===== src/rtl/uart_pkg.sv =====
// uart_pkg: shared UART state encodings and parity-mode constants
package uart_pkg;
    typedef enum logic [2:0] {IDLE, START, DATA, PARITY, STOP} state_t;
    localparam logic [1:0] PAR_NONE = 2'b00;
    localparam logic [1:0] PAR_EVEN = 2'b01;
    localparam logic [1:0] PAR_ODD  = 2'b10;
    function automatic logic par_en(logic [1:0] m);
        return m == PAR_EVEN || m == PAR_ODD;
    endfunction
endpackage


===== src/rtl/uart_tx_fifo_if.sv =====
// uart_tx_fifo_if: push/config/status bundle between the host logic and the UART transmitter
interface uart_tx_fifo_if #(parameter int NB_DATA = 8);
    logic               i_wr;
    logic [NB_DATA-1:0] i_data;
    logic [1:0]         i_parity_mode;
    logic               i_stop2;
    logic               o_ready;
    logic               o_overflow;
    logic               o_busy;
    logic               o_done_tx;
    logic               o_tx;
    modport master (output i_wr, i_data, i_parity_mode, i_stop2,
                    input  o_ready, o_overflow, o_busy, o_done_tx, o_tx);
    modport slave  (input  i_wr, i_data, i_parity_mode, i_stop2,
                    output o_ready, o_overflow, o_busy, o_done_tx, o_tx);
endinterface


===== src/rtl/sync_fifo.sv =====
// sync_fifo: single-clock FIFO, power-of-two depth, no write-through bypass
module sync_fifo #(
    parameter int DEPTH = 4,
    parameter int WIDTH = 8
) (
    input  logic             i_clk,
    input  logic             i_rst_n,
    input  logic             i_push,
    input  logic             i_pop,
    input  logic [WIDTH-1:0] i_data,
    output logic [WIDTH-1:0] o_data,
    output logic             o_full,
    output logic             o_empty
);
    localparam int AW = $clog2(DEPTH);
    localparam int CW = AW + 1;
    logic [WIDTH-1:0] mem [DEPTH];
    logic [AW-1:0] wp, rp;
    logic [CW-1:0] cnt;
    logic push, pop;
    assign push    = i_push && !o_full;
    assign pop     = i_pop && !o_empty;
    assign o_full  = cnt == CW'(DEPTH);
    assign o_empty = cnt == '0;
    assign o_data  = mem[rp];
    always_ff @(posedge i_clk or negedge i_rst_n) begin
        if (!i_rst_n) begin
            wp  <= '0;
            rp  <= '0;
            cnt <= '0;
        end else begin
            if (push) wp <= wp + AW'(1);
            if (pop) rp <= rp + AW'(1);
            cnt <= cnt + CW'(push) - CW'(pop);
        end
    end
    always_ff @(posedge i_clk) begin
        if (push) mem[wp] <= i_data;
    end
endmodule


===== src/rtl/uart_tx_fifo.sv =====
// uart_tx_fifo: FIFO-fed UART transmitter with runtime parity and 1/2 stop bits
module uart_tx_fifo
    import uart_pkg::*;
#(
    parameter int NB_DATA = 8,
    parameter int OVS     = 16,
    parameter int FIFO_AW = 2
) (
    input logic          i_clk,
    input logic          i_rst_n,
    input logic          i_tick,
    uart_tx_fifo_if.slave bus
);
    localparam int TW = $clog2(2 * OVS);
    localparam int BW = $clog2(NB_DATA);
    state_t state, nxt;
    logic [TW-1:0] tick_cnt, last;
    logic [BW-1:0] bit_cnt;
    logic [NB_DATA-1:0] shift, fifo_q;
    logic par_q, par_en_q, stop2_q, pop, full, empty, bit_end, tx_d;
    sync_fifo #(.DEPTH(2 ** FIFO_AW), .WIDTH(NB_DATA)) u_fifo (
        .i_clk  (i_clk),
        .i_rst_n(i_rst_n),
        .i_push (bus.i_wr),
        .i_pop  (pop),
        .i_data (bus.i_data),
        .o_data (fifo_q),
        .o_full (full),
        .o_empty(empty)
    );
    // the stop bit stretches to two bit periods when stop2 was latched
    assign last           = (state == STOP && stop2_q) ? TW'(2 * OVS - 1) : TW'(OVS - 1);
    assign bit_end        = i_tick && tick_cnt == last;
    assign bus.o_ready    = !full;
    assign bus.o_overflow = bus.i_wr && full;
    assign bus.o_busy     = state != IDLE || !empty;
    assign bus.o_done_tx  = state == STOP && bit_end;
    always_comb begin
        nxt  = state;
        pop  = 1'b0;
        tx_d = 1'b1;
        case (state)
            IDLE: begin
                pop = !empty;
                nxt = empty ? IDLE : START;
            end
            START: begin
                tx_d = 1'b0;
                nxt  = bit_end ? DATA : START;
            end
            DATA: begin
                tx_d = shift[0];
                if (bit_end && bit_cnt == BW'(NB_DATA - 1)) nxt = par_en_q ? PARITY : STOP;
            end
            PARITY: begin
                tx_d = par_q;
                if (bit_end) nxt = STOP;
            end
            STOP: if (bit_end) nxt = IDLE;
            default: nxt = IDLE;
        endcase
    end
    always_ff @(posedge i_clk or negedge i_rst_n) begin
        if (!i_rst_n) begin
            state    <= IDLE;
            tick_cnt <= '0;
            bit_cnt  <= '0;
            shift    <= '0;
            par_q    <= 1'b0;
            par_en_q <= 1'b0;
            stop2_q  <= 1'b0;
            bus.o_tx <= 1'b1;
        end else begin
            state    <= nxt;
            bus.o_tx <= tx_d;
            if (pop) begin
                shift    <= fifo_q;
                par_q    <= (bus.i_parity_mode == PAR_ODD) ? ~^fifo_q : ^fifo_q;
                par_en_q <= par_en(bus.i_parity_mode);
                stop2_q  <= bus.i_stop2;
                tick_cnt <= '0;
                bit_cnt  <= '0;
            end else if (state != IDLE && i_tick) begin
                tick_cnt <= bit_end ? '0 : tick_cnt + TW'(1);
                if (bit_end && state == DATA) begin
                    shift   <= shift >> 1;
                    bit_cnt <= bit_cnt + BW'(1);
                end
            end
        end
    end
endmodule


===== src/flat_wrapper.sv =====
// flat-port wrapper written by rule: the top's interface ports become plain ports
module uart_tx_fifo_flat import uart_pkg::*;
#(
    parameter int NB_DATA = 8,
    parameter int OVS     = 16,
    parameter int FIFO_AW = 2
)
  (i_clk, i_rst_n, i_tick, bus_i_wr, bus_i_data, bus_i_parity_mode, bus_i_stop2, bus_o_ready, bus_o_overflow, bus_o_busy, bus_o_done_tx, bus_o_tx);
  uart_tx_fifo_if #(.NB_DATA(NB_DATA)) bus_i ();
  input logic i_clk;
  input logic i_rst_n;
  input logic i_tick;
  input wire logic [$bits(bus_i.i_wr)-1:0] bus_i_wr;
  input wire logic [$bits(bus_i.i_data)-1:0] bus_i_data;
  input wire logic [$bits(bus_i.i_parity_mode)-1:0] bus_i_parity_mode;
  input wire logic [$bits(bus_i.i_stop2)-1:0] bus_i_stop2;
  output wire logic [$bits(bus_i.o_ready)-1:0] bus_o_ready;
  output wire logic [$bits(bus_i.o_overflow)-1:0] bus_o_overflow;
  output wire logic [$bits(bus_i.o_busy)-1:0] bus_o_busy;
  output wire logic [$bits(bus_i.o_done_tx)-1:0] bus_o_done_tx;
  output wire logic [$bits(bus_i.o_tx)-1:0] bus_o_tx;
  assign bus_i.i_wr = bus_i_wr;
  assign bus_i.i_data = bus_i_data;
  assign bus_i.i_parity_mode = bus_i_parity_mode;
  assign bus_i.i_stop2 = bus_i_stop2;
  assign bus_o_ready = bus_i.o_ready;
  assign bus_o_overflow = bus_i.o_overflow;
  assign bus_o_busy = bus_i.o_busy;
  assign bus_o_done_tx = bus_i.o_done_tx;
  assign bus_o_tx = bus_i.o_tx;
  uart_tx_fifo #(.NB_DATA(NB_DATA), .OVS(OVS), .FIFO_AW(FIFO_AW)) u_core (.i_clk(i_clk), .i_rst_n(i_rst_n), .i_tick(i_tick), .bus(bus_i));
endmodule

===== config.mk =====
export PLATFORM = sky130hd
export DESIGN_NAME = uart_tx_fifo_flat
export DESIGN_NICKNAME = d
export VERILOG_FILES = /design/src/rtl/uart_pkg.sv /design/src/rtl/uart_tx_fifo_if.sv /design/src/rtl/sync_fifo.sv /design/src/rtl/uart_tx_fifo.sv /design/src/flat_wrapper.sv
export SDC_FILE = /design/constraint.sdc
export NUM_CORES = 1
export LEC_CHECK = 0
export ABC_AREA = 1
export CAP_MARGIN = 0
export CORE_MARGIN = 3
export CORE_UTILIZATION = 59
export DETAILED_ROUTE_END_ITERATION = 8
export HOLD_SLACK_MARGIN = 0.05
export PLACE_DENSITY = 0.8
export REMOVE_ABC_BUFFERS = 1
export SLEW_MARGIN = 40
export SYNTH_ARGS = -nofsm -noshare
export SYNTH_HDL_FRONTEND = slang
export SYNTH_SLANG_ARGS = --single-unit

===== constraint.sdc =====
create_clock -name i_clk -period 2.5 [get_ports i_clk]
set_input_delay 0.375 -clock i_clk [delete_from_list [all_inputs] [get_ports i_clk]]
set_output_delay 0.375 -clock i_clk [all_outputs]
set_load 0.005 [all_outputs]

==> Word-level counts from Yosys, hierarchy flattened <==
Memory sizes are Yosys's and may differ from the RTL's.
Index checks and enable logic that the tools add are counted.
{ "totals": {"romBits": 0, "n_memories": 1, "wordCells": 74, "latchBits": 0, "in_bits": 15, "ramBits": 32, "output_inout_bits": 5, "reg_bits": 30} }
{ "op_classes": {"order_cmp": 0, "shift": 0, "addsub": 6, "n_div": 0, "bitwise_logic": 0, "mul": 0, "muxes": 22, "n_eq_ne": 12, "reduce_logical": 22} }
{ "memory_table": {"columns": ["name", "depth", "word_bits", "rd", "rd_ports_with_merged_regs", "write_ports", "line_no", "source"], "rows": [
  ["u_core.u_fifo.mem", 4, 8, 1, 0, 1, "sync_fifo.sv:17", "logic [WIDTH-1:0] mem [DEPTH];"]
]} }
{ "op_table": {"columns": ["op", "count"], "rows": [
  ["8-bit two-way mux", 3],
  ["3-bit two-way mux", 7],
  ["5-bit two-way mux", 4],
  ["3-bit case mux with 5 select lines", 1],
  ["3-bit equality test, second input constant", 3],
  ["1-bit logical AND", 9],
  ["8-bit XNOR reduction", 1],
  ["8-bit parity", 1],
  ["3-bit by 2-bit equality test with 1-bit output, second input constant", 2],
  ["3-bit logical NOT", 2],
  ["2-bit by 1-bit inequality test with 1-bit output, second input constant", 3],
  ["5-bit by 1-bit adder with 5-bit output, second input constant", 1],
  ["5-bit equality test", 1],
  ["1-bit two-way mux", 5],
  ["2-bit by 1-bit adder with 2-bit output, second input constant", 2],
  ["2-bit nonzero test", 2],
  ["3-bit by 1-bit adder with 3-bit output", 1],
  ["3-bit by 1-bit adder with 3-bit output, second input constant", 1],
  ["3-bit by 1-bit equality test with 1-bit output, second input constant", 1],
  ["1-bit case mux with 3 select lines", 1],
  ["3-bit AND reduction", 1],
  ["3-bit nonzero test", 1],
  ["3-bit by 1-bit subtractor with 3-bit output", 1],
  ["2-bit by 1-bit equality test with 1-bit output, second input constant", 1],
  ["other kinds (5)", 7]
]} }

==> Longest topological paths before layout <==
Gate-level depths: netlist of the first run.
{ "depth": {"ltp_word": 9, "mapped_depth": 14} }

==> Cells and area by module <==
A second synthesis of the first run with hierarchy kept.
{ "hier_totals": {"cells_unflattened": 361, "hier_area_um2": 3135.5} }
{ "by_module_without_submodules": {"columns": ["mod", "area_each_um2", "instances", "seq_area_each_um2", "cells_each"], "rows": [
  ["sync_fifo", 1730.4, 1, 1136.1, 161],
  ["uart_tx_fifo", 1405.1, 1, 576.8, 200]
]} }

==> Worst setup path after synthesis of the first run <==
No wires, ideal clock.
{ "synth_timing": {"path_kind": "reg2reg", "start": "reg u_core.state[0]", "end": "reg u_core.u_fifo.cnt[2]", "setup_time_ns": 0.129, "path_stages_with_launch": 10, "arrival_time_ns": 1.970, "setup_slack_ns": 0.401, "period_less_slack_ns": 2.099, "n_path_buf": 1, "cell_sequence": "dfrtp_1 -> nor2_4 -> nand2_1 -> nor2_2 -> buf_2 -> ha_1 -> inv_1 -> ha_1 -> fa_1 -> xor2_1"} }
{ "synth_between": {"elab_chain_len": 4} }
{ "synth_rtl": {"columns": ["element", "line_no", "source"], "rows": [
  ["from (decl)", "uart_tx_fifo.sv:16", "state_t state, nxt;"],
  ["from (signal assigned)", "uart_tx_fifo.sv:74", "state <= nxt;"],
  ["3-bit logical NOT", "uart_tx_fifo.sv:42", "case (state)"],
  ["1-bit two-way mux", "uart_tx_fifo.sv:42", null],
  ["1-bit logical AND", "sync_fifo.sv:22", "assign pop = i_pop && !o_empty;"],
  ["net u_core.u_fifo.pop", "sync_fifo.sv:20", "logic push, pop;"],
  ["3-bit by 1-bit subtractor with 3-bit output", "sync_fifo.sv:34", "cnt <= cnt + CW'(push) - CW'(pop);"],
  ["to (signal assigned)", "sync_fifo.sv:34", null],
  ["to (decl)", "sync_fifo.sv:19", "logic [CW-1:0] cnt;"]
]} }
The timed path passes the listed nets, and every way through them passes these cells.
A chain may end at the register's enable or synchronous reset.

==> Worst setup path after layout of the first run <==
{ "layout_timing": {"start": "reg u_core.state[0]", "end": "out bus_o_done_tx"} }
{ "layout_between": {"elab_chain_len": 6} }
{ "layout_rtl": {"columns": ["element", "line_no", "source"], "rows": [
  ["3-bit equality test *", "uart_tx_fifo.sv:32, uart_tx_fifo.sv:37", null],
  ["1-bit logical AND", "uart_tx_fifo.sv:32", "assign last = (state == STOP && stop2_q) ? TW'(2 * OVS - 1) : TW'(OVS - 1);"],
  ["5-bit two-way mux", "uart_tx_fifo.sv:32", null],
  ["5-bit equality test", "uart_tx_fifo.sv:33", "assign bit_end = i_tick && tick_cnt == last;"],
  ["1-bit logical AND", "uart_tx_fifo.sv:33", null],
  ["1-bit logical AND *", "uart_tx_fifo.sv:37", "assign bus.o_done_tx = state == STOP && bit_end;"],
  ["to (decl)", "flat_wrapper.sv:20", "output wire logic [$bits(bus_i.o_done_tx)-1:0] bus_o_done_tx;"]
]} }
Mark *: on every way between the ends. The rest lies on a longest branch, timed or not.

==> impl_metrics.json, run 1 <==
{
  "ant_nets": 0,
  "vias": 2368,
  "globalRouteOverflowTotal": 0,
  "grt_pass1_vias": 2276,
  "drt-initial-drc-count": 163,
  "placed_area_um2": 3360,
  "areaGrowthSynthToFinish_pct": 18.4,
  "max_freq_mhz": 420,
  "final_cell_mix": "nand2_1 (134), edfxtp_1 (32), nand3_1 (28), dfrtp_1 (28), inv_1 (27)",
  "ys_seq_area_frac": 0.560,
  "final_common_cell": "nand2_1",
  "netlist_area_um2": 3060,
  "reg2reg_depth": 10,
  "fin_area_um2": 3620,
  "drv_slew": 0,
  "clk_pin_slew_ns": 0.07,
  "netlist_instances": 340,
  "num_io_pins": 20,
  "critPathMaxStageDelay_ns": 0.51,
  "drv_cap": 0,
  "grt_max_degree": 31,
  "syn_avg_cell_area_um2": 9.00,
  "finalSetupViolCount": 0,
  "tightest_slew_ns": 0.500,
  "utilization": 0.743,
  "initial_core_util": 0.627,
  "worstReg2RegEnd": "u_core.shift[7]$_DFFE_PN0P_",
  "slew_headroom": 0.666,
  "drt_first_pass_iters": 5,
  "period_needed_ns": 2.38,
  "crit_start": "u_core.state[0]$_DFFE_PN0P_",
  "drive_gt1_frac": 0.116,
  "p_leak_nw": 1.67,
  "drc": 0,
  "routabilityCongestion": 0.808,
  "n_fill_cell": 362,
  "crit_top_cell": "nor2_2",
  "clock_latency_ns": 0.34,
  "worstPathMaxFanout": 5,
  "yosysUniqueCellTypes": 34,
  "worst-path-stages": 8,
  "startpoint_type": "flop",
  "cts-root-buf": "clkbuf_8",
  "grt_pass1_wl_um": 10100,
  "cts_htree_levels": 3,
  "worstReg2RegStart": "u_core.state[0]$_DFFE_PN0P_",
  "diodes": 0,
  "min-delay-path-class": "in -> async",
  "viasPerCell": 5.30,
  "status": "finished clean",
  "antenna_found_initial": 0,
  "grt.total_usage": 0.220,
  "finalWirelength_um": 5900,
  "die_w_um": 78.0,
  "hold_viol_final": 0,
  "finalCritPeriodShare": 0.952,
  "peakVddDrop_mv": 0.931,
  "critPathKind": "reg -> out",
  "dieArea_um2": 6080,
  "fin_nets": 401,
  "yosysWarnings": 0,
  "fin_worst_skew_ns": 0.0111,
  "cellPowerDensity_nw_per_um2": 1280,
  "r2r_slack_ns": 0.28,
  "io_buffer_count": 19,
  "row_count": 25,
  "max-clock-path-buffers": 2,
  "arrival_ns": 2.00,
  "crit_path_end": "bus_o_done_tx",
  "cp-end-kind": "output pin",
  "clock-sinks": 62,
  "path_cells": "nor2_4 > nand2_4 > o21ai_2 > nand2_1 > nor2_2 > inv_2 > nor2_2 > clkdlybuf4s50_1",
  "cts_buffers": 9,
  "die_y_um": 78.0,
  "synth_seq_cells": 62,
  "dp_hpwl_um": 4030,
  "critical_path_buf_inv_count": 2,
  "core_area_um2": 4880,
  "wire_per_inst_um": 13.2,
  "path_delay_family": "buffers and inverters",
  "cts_tree": "yes",
  "cp_slowest_cell": "clkdlybuf4s50_1",
  "worstPathRequired_ns": 2.12
}
-- synthesized netlist by cell type (all sizes together) --
cell type	n	area [um2]
a21oi	5	25.0
buf	6	36.3
nand3	28	140
xor2	5	43.8
or2	1	6.26
clkinv	1	3.75
dfstp	1	26.3
o21a	1	7.51
fa	1	20.0
edfxtp	32	961
xnor2	2	17.5
nor3	2	10.0
clkbuf	3	12.5
nor2	28	120
ha	10	125
nand2	135	509
o211ai	1	12.5
o22ai	3	18.8
o21ai	9	60.1
a32o	2	20.0
dfrtp	29	726
a31oi	6	43.8
inv	28	105
a41oi	1	8.76
-- sequential cells by signal, indices dropped and copies added (netlist names) --
register,flops
u_core.par_q,1
u_core.u_fifo.mem,32
u_core.par_en_q,1
u_core.stop2_q,1
u_core.state,3
u_core.bit_cnt,3
u_core.u_fifo.cnt,3
u_core.u_fifo.rp,2
u_core.tick_cnt,5
u_core.u_fifo.wp,2
u_core.bus.o_tx,1
u_core.shift,8
-- layout make-up --
class | instances | area (um2) | share of cell area
inverters | 29 | 109 | 0.0300
clock buffers | 9 | 124 | 0.0342
repair buffers | 33 | 295 | 0.0815
flip-flops and latches | 62 | 1710 | 0.473
multi-input cells | 240 | 1210 | 0.334
well taps | 67 | 83.8 | 0.0231
clock inverters | 7 | 88.8 | 0.0245
-- what timing repair did --
action	in CTS	in global routing
endpoints found under the setup margin	0	1
hold buffers	0	0
resized for setup	0	5
setup buffers	0	4
hold endpoints to repair	0	0
-- worst reg2reg max path: stages, from the launching register on --
cell and delay (ns):
dfrtp_2 0.45, nor2_4 0.16, buf_4 0.13, nand2_1 0.09, nor2_2 0.16, buf_4 0.25, inv_1 0.27, o21ai_4 0.27
inv_1 0.16, nand2_1 0.09, o21ai_0 0.07
-- through the flow --
step / power (W) / hold WS, ns / cells / setup slack [ns] / TNS, ns
4_1_cts: 0.00461 / 0.432 / 443 / 0.0540 / 0
3_5_place_dp: 0.00366 / 0.473 / 427 / 0.242 / 0
2_1_floorplan: 0.00306 / 0.0794 / 331 / 0.401 / 0
3_3_place_gp: 0.00356 / 0.464 / 427 / 0.323 / 0
5_1_grt: 0.00509 / 0.443 / 447 / -0.00931 / -0.00931
6_report: 0.00465 / 0.421 / 447 / 0.121 / 0
-- logic make-up after synthesis --
group                      Yosys count  share of synthesized area
AOI/OAI and AO/OA                   28                     0.0642
buffers and inverters               38                     0.0515
adders and majority gates           11                     0.0474
xor gates and xnor gates             7                     0.0200
and+or+nand+nor                    194                      0.257
DFF                                 62                      0.560
-- layer usage --
layer | vias up | GRT usage | share of wire
met5 | - | 0 | 0
met4 | 0 | 0.103 | 0.016
met3 | 12 | 0.0626 | 0.053
met2 | 64 | 0.343 | 0.50
met1 | 1115 | 0.283 | 0.43
li1 | 1177 | - | -
-- worst min-delay path by stage --
stage | to | startpoint | slack, ns | depth (start not counted)
5_1_grt | u_core.shift[4]$_DFFE_PN0P_ | i_rst_n | 0.44 | 2
3_5_place_dp | u_core.bit_cnt[1]$_DFFE_PN0P_ | u_core.bit_cnt[1]$_DFFE_PN0P_ | 0.47 | 2
4_1_cts | u_core.shift[4]$_DFFE_PN0P_ | i_rst_n | 0.43 | 2
2_1_floorplan | u_core.bit_cnt[0]$_DFFE_PN0P_ | i_rst_n | 0.08 | 0
6_report | u_core.par_q$_DFFE_PN0N_ | i_rst_n | 0.42 | 2
3_3_place_gp | u_core.bit_cnt[1]$_DFFE_PN0P_ | u_core.bit_cnt[1]$_DFFE_PN0P_ | 0.46 | 2
-- power breakdown --
part / switching [W] / internal [W] / total (W) / leakage (nW)
sequential: 0.000190 / 0.00143 / 0.00162 / 0.651
clock: 0.000383 / 0.000553 / 0.000936 / 0.103
combinational: 0.00134 / 0.000759 / 0.00210 / 0.917
No activity file was read; power rests on OpenSTA's default activity.
==> run 2: changes to the inputs <==
CORE_ASPECT_RATIO = 1.2   (was default)
==> impl_metrics.json, run 2 (synthesized netlist as in run 1, its figures left out) <==
{
  "cts-root-buf": "clkbuf_8",
  "final_common_cell": "nand2_1",
  "cp-end-kind": "output pin",
  "cellPowerDensity_nw_per_um2": 1220,
  "fin_nets": 400,
  "globalRouteOverflowTotal": 0,
  "crit_top_cell": "nor2_4",
  "drc": 0,
  "clock-sinks": 62,
  "fin_tns_setup_ns": 0,
  "worstPathRequired_ns": 2.12,
  "instances_no_fill": 439,
  "row_count": 28,
  "path_cells": "nor2_4 > nand2_2 > nor3_1 > nor2_4 > inv_2 > nor2_1 > dlymetal6s2s_1",
  "antenna_found_initial": 0,
  "drv_cap": 0,
  "wire_per_inst_um": 11.9,
  "grt_max_degree": 31,
  "fin_worst_skew_ns": 0.00931,
  "cts_buffers": 9,
  "min-delay-path-class": "in -> async",
  "finalSetupViolCount": 0,
  "dp_hpwl_um": 3740,
  "die_w_um": 71.7,
  "p_leak_nw": 1.66,
  "period_needed_ns": 2.02,
  "largest_reg_flops": 32,
  "die_y_um": 84.9,
  "hold_viol_final": 0,
  "routabilityCongestion": 0.821,
  "largest-register": "u_core.u_fifo.mem",
  "grt.total_usage": 0.197,
  "n_fill_cell": 406,
  "slew_headroom": 0.672,
  "diodes": 0,
  "initial_core_util": 0.615,
  "grt_pass1_wl_um": 9230,
  "tightest_slew_ns": 0.492,
  "drt_first_pass_iters": 4,
  "dieArea_um2": 6090,
  "max-clock-path-buffers": 2,
  "dp.cells": 422,
  "biggestRegsByFlops": "u_core.u_fifo.mem: 32 flops, u_core.shift: 8 flops, u_core.tick_cnt: 5 flops",
  "peakVddDrop_mv": 0.584,
  "worstPathMaxFanout": 6,
  "drt-initial-drc-count": 86,
  "hold_buffers": 0,
  "cts_htree_levels": 3,
  "rsz0062_at_grt": "no",
  "clk_pin_slew_ns": 0.07,
  "clock_latency_ns": 0.33,
  "drv_slew": 0,
  "core_area_um2": 4970,
  "max_freq_mhz": 494,
  "grt_pass1_vias": 2150,
  "critPathKind": "reg -> out",
  "finalCritPeriodShare": 0.810,
  "total_power_w": 0.00435,
  "areaGrowthSynthToFinish_pct": 16.0,
  "finalWirelength_um": 5230,
  "cp_slowest_cell": "dfrtp_2",
  "vias": 2272,
  "status": "finished clean",
  "io_buffer_count": 19,
  "cts_tree": "yes",
  "critPathMaxStageDelay_ns": 0.45,
  "startpoint_type": "flop",
  "viasPerCell": 5.18,
  "arrival_ns": 1.65,
  "final_cell_mix": "nand2_1 (134), edfxtp_1 (32), nand3_1 (28), dfrtp_1 (28), inv_1 (27)",
  "drive_gt1_frac": 0.103,
  "ant_nets": 0,
  "num_io_pins": 20
}
-- run 2: changes by cell type in the layout (fill, tap and decap cells not counted), sizes merged --
cell,change
buf,-1
clkbuf,+5
bufinv,-2
dlymetal6s2s,+1
clkdlybuf4s50,-1
clkinvlp,-2
clkinv,-1
-- run 2: path summary, 6_finish.rpt --
check | from | to | slack, ns | depth (start not counted)
worst min register to register | u_core.bit_cnt[2]$_DFFE_PN0P_ | u_core.bit_cnt[2]$_DFFE_PN0P_ | 0.48 | 2
min in group i_clk | u_core.bit_cnt[2]$_DFFE_PN0P_ | u_core.bit_cnt[2]$_DFFE_PN0P_ | 0.48 | 2
max in group asynchronous | i_rst_n | u_core.bus.o_tx$_DFF_PN1_ | 1.76 | 2
worst max register to register | u_core.u_fifo.cnt[2]$_DFF_PN0_ | u_core.u_fifo.cnt[2]$_DFF_PN0_ | 0.50 | 7
worst min-delay path | i_rst_n | u_core.par_en_q$_DFFE_PN0N_ | 0.42 | 2
worst max-delay path | u_core.state[0]$_DFFE_PN0P_ | bus_o_done_tx | 0.48 | 7
-- run 2: worst max-delay path, delay by kind of cell, from the launching register on --
family,cells,cell delay (ns)
flip-flops,1,0.45
buffers and inverters,2,0.26
AND/OR/NAND/NOR,5,0.61
-- run 2: per-stage QoR --
| stage | hold WS (ns) | worst slack (ns) | instance area (um2) | utilization |
|---|---|---|---|---|
| CTS | 0.431 | 0.0411 | 3530 | 0.709 |
| finish | 0.419 | 0.476 | 3550 | 0.713 |
| global placement | 0.462 | 0.220 | 3370 | 0.677 |
| detailed placement | 0.474 | 0.198 | 3370 | 0.677 |
| global route | 0.452 | 0.341 | 3550 | 0.713 |
| floorplan | 0.0794 | 0.401 | 3010 | - |
-- run 2: where the power goes --
group	total (W)	internal (W)	switching, W
registers	0.00162	0.00143	0.000186
clock network	0.000727	0.000385	0.000342
logic	0.00200	0.000766	0.00123
total	0.00435	0.00258	0.00176
-- run 2: layout make-up --
class	count	area (um2)	area share
clock buffers	14	153	0.0430
clock inverters	2	10.0	0.00282
inverters	29	109	0.0307
multi-input cells	240	1200	0.337
flip-flops and latches	62	1710	0.483
well taps	60	75.1	0.0212
repair buffers	32	290	0.0818
-- run 2: timing repair --
action,4_1_cts,5_1_grt
endpoints found under the setup margin,0,1
gates resized for setup,0,4
setup buffers,0,1
-- run 2: metal layers --
layer	track usage	routed length (um)
met1	0.243	2380
met2	0.320	2540
met3	0.0332	147
met4	0.123	166
met5	0	0
==> run 3: changes to the inputs <==
CORE_UTILIZATION = 53   (was 59)
PLACE_DENSITY = 0.76   (was 0.8)
clock period = 1.8 ns   (was 2.5 ns; I/O delays follow)
==> impl_metrics.json, run 3 (synthesized netlist as in run 1, its figures left out) <==
{
  "fin_nets": 426,
  "setup_ws_ns": -0.0147,
  "drive_gt1_frac": 0.196,
  "num_io_pins": 20,
  "grt_max_degree": 31,
  "finalCritPeriodShare": 1.01,
  "grt.total_usage": 0.201,
  "instances_no_fill": 466,
  "cts_tree": "yes",
  "hold_viol_final": 0,
  "min-delay-path-class": "in -> async",
  "cts_htree_levels": 3,
  "biggestRegsByFlops": "u_core.u_fifo.mem: 32 flops, u_core.shift: 8 flops, u_core.tick_cnt: 5 flops",
  "period_needed_ns": 1.81,
  "cellPowerDensity_nw_per_um2": 1760,
  "core_area_um2": 5440,
  "drt-initial-drc-count": 120,
  "die_y_um": 89.2,
  "drv_slew": 0,
  "dp.cells": 442,
  "critPathKind": "reg -> reg",
  "row_count": 29,
  "largest-register": "u_core.u_fifo.mem",
  "ant_nets": 0,
  "finalSetupViolCount": 1,
  "fin_tns_setup_ns": -0.0147,
  "p_leak_nw": 1.79,
  "rsz0062_at_grt": "yes",
  "cp-end-kind": "flop",
  "diodes": 0,
  "status": "complete, but fails checks",
  "dieArea_um2": 6720,
  "fin_worst_skew_ns": 0.00587,
  "drc": 0,
  "worstPathRequired_ns": 2.02,
  "io_buffer_count": 19,
  "antenna_found_initial": 0,
  "globalRouteOverflowTotal": 0,
  "fin_area_um2": 3850,
  "die_w_um": 75.4,
  "startpoint_type": "flop",
  "tightest_slew_ns": 0.384,
  "clock_latency_ns": 0.34,
  "viasPerCell": 5.14,
  "cts-root-buf": "clkbuf_8",
  "final_common_cell": "nand2_1",
  "clock-sinks": 62,
  "utilization": 0.707,
  "final_cell_mix": "nand2_1 (131), edfxtp_1 (32), buf_4 (30), dfrtp_1 (29), nand3_1 (27)",
  "drv_cap": 0,
  "arrival_ns": 2.04,
  "violations": "negative setup slack",
  "cts_buffers": 9,
  "dp_hpwl_um": 4140,
  "wire_per_inst_um": 13.1,
  "max_freq_mhz": 551,
  "drt_first_pass_iters": 4,
  "grt_pass1_wl_um": 9920,
  "vias": 2394,
  "initial_core_util": 0.562,
  "finalWirelength_um": 6100,
  "max-clock-path-buffers": 2,
  "slew_headroom": 0.744,
  "largest_reg_flops": 32,
  "routabilityCongestion": 0.842,
  "clk_pin_slew_ns": 0.06,
  "placed_area_um2": 3500,
  "worstPathMaxFanout": 2,
  "peakVddDrop_mv": 1.01,
  "areaGrowthSynthToFinish_pct": 25.7,
  "hold_buffers": 0,
  "grt_pass1_vias": 2308,
  "n_fill_cell": 409
}
run 3: repair_timing:
item                                    4_1_cts  5_1_grt
pin swaps                                     2        6
endpoints found under the setup margin        7       14
gates resized for setup                      12       25
buffers inserted                              3        6
run 3: per-stage QoR:
stage | power, W | worst slack [ns] | hold WS, ns
floorplan | 0.00425 | -0.299 | -0.0256
global route | 0.00737 | -0.0852 | 0.349
detailed placement | 0.00532 | -0.234 | 0.471
finish | 0.00675 | -0.0147 | 0.319
CTS | 0.00650 | -0.0965 | 0.330
global placement | 0.00517 | -0.160 | 0.462
run 3: where the power goes:
group          leakage (nW)  switching (W)  internal (W)
logic                  1.05        0.00197       0.00148
clock network        0.0893       0.000499      0.000563
registers             0.652       0.000265       0.00199
run 3: area by class of cell:
class                   instances  area (um2)  area share
multi-input cells             240        1270       0.329
clock inverters                 2        10.0     0.00260
inverters                      29         113      0.0293
well taps                      62        77.6      0.0202
repair buffers                 58         508       0.132
flip-flops and latches         62        1710       0.445
clock buffers                  13         159      0.0413
run 3: worst paths after layout:
path / startpoint / endpoint / slack (ns) / depth (start not counted)
worst min register to register: u_core.bit_cnt[1]$_DFFE_PN0P_ / u_core.bit_cnt[1]$_DFFE_PN0P_ / 0.48 / 2
max in group asynchronous: i_rst_n / u_core.bus.o_tx$_DFF_PN1_ / 1.16 / 2
worst min-delay path: i_rst_n / u_core.par_en_q$_DFFE_PN0N_ / 0.32 / 2
min in group i_clk: u_core.bit_cnt[1]$_DFFE_PN0P_ / u_core.bit_cnt[1]$_DFFE_PN0P_ / 0.48 / 2
worst max-delay path: u_core.u_fifo.cnt[2]$_DFF_PN0_ / u_core.u_fifo.cnt[2]$_DFF_PN0_ / -0.01 / 7
worst max register to register: u_core.u_fifo.cnt[2]$_DFF_PN0_ / u_core.u_fifo.cnt[2]$_DFF_PN0_ / -0.01 / 7
run 3: per-layer routing:
metal | track usage | up-vias | routed length [um]
met5 | 0 | - | 0
met4 | 0.0922 | 0 | 88
met3 | 0.0574 | 10 | 247
met2 | 0.347 | 44 | 3240
met1 | 0.226 | 1117 | 2520
li1 | - | 1223 | -
run 3: worst max-delay path: stages (launching register included):
cell and delay, ns:
dfrtp_1 0.41, nor3_4 0.26, nor2_4 0.08, ha_4 0.27, inv_2 0.04, ha_4 0.14, fa_2 0.33, xor2_1 0.16
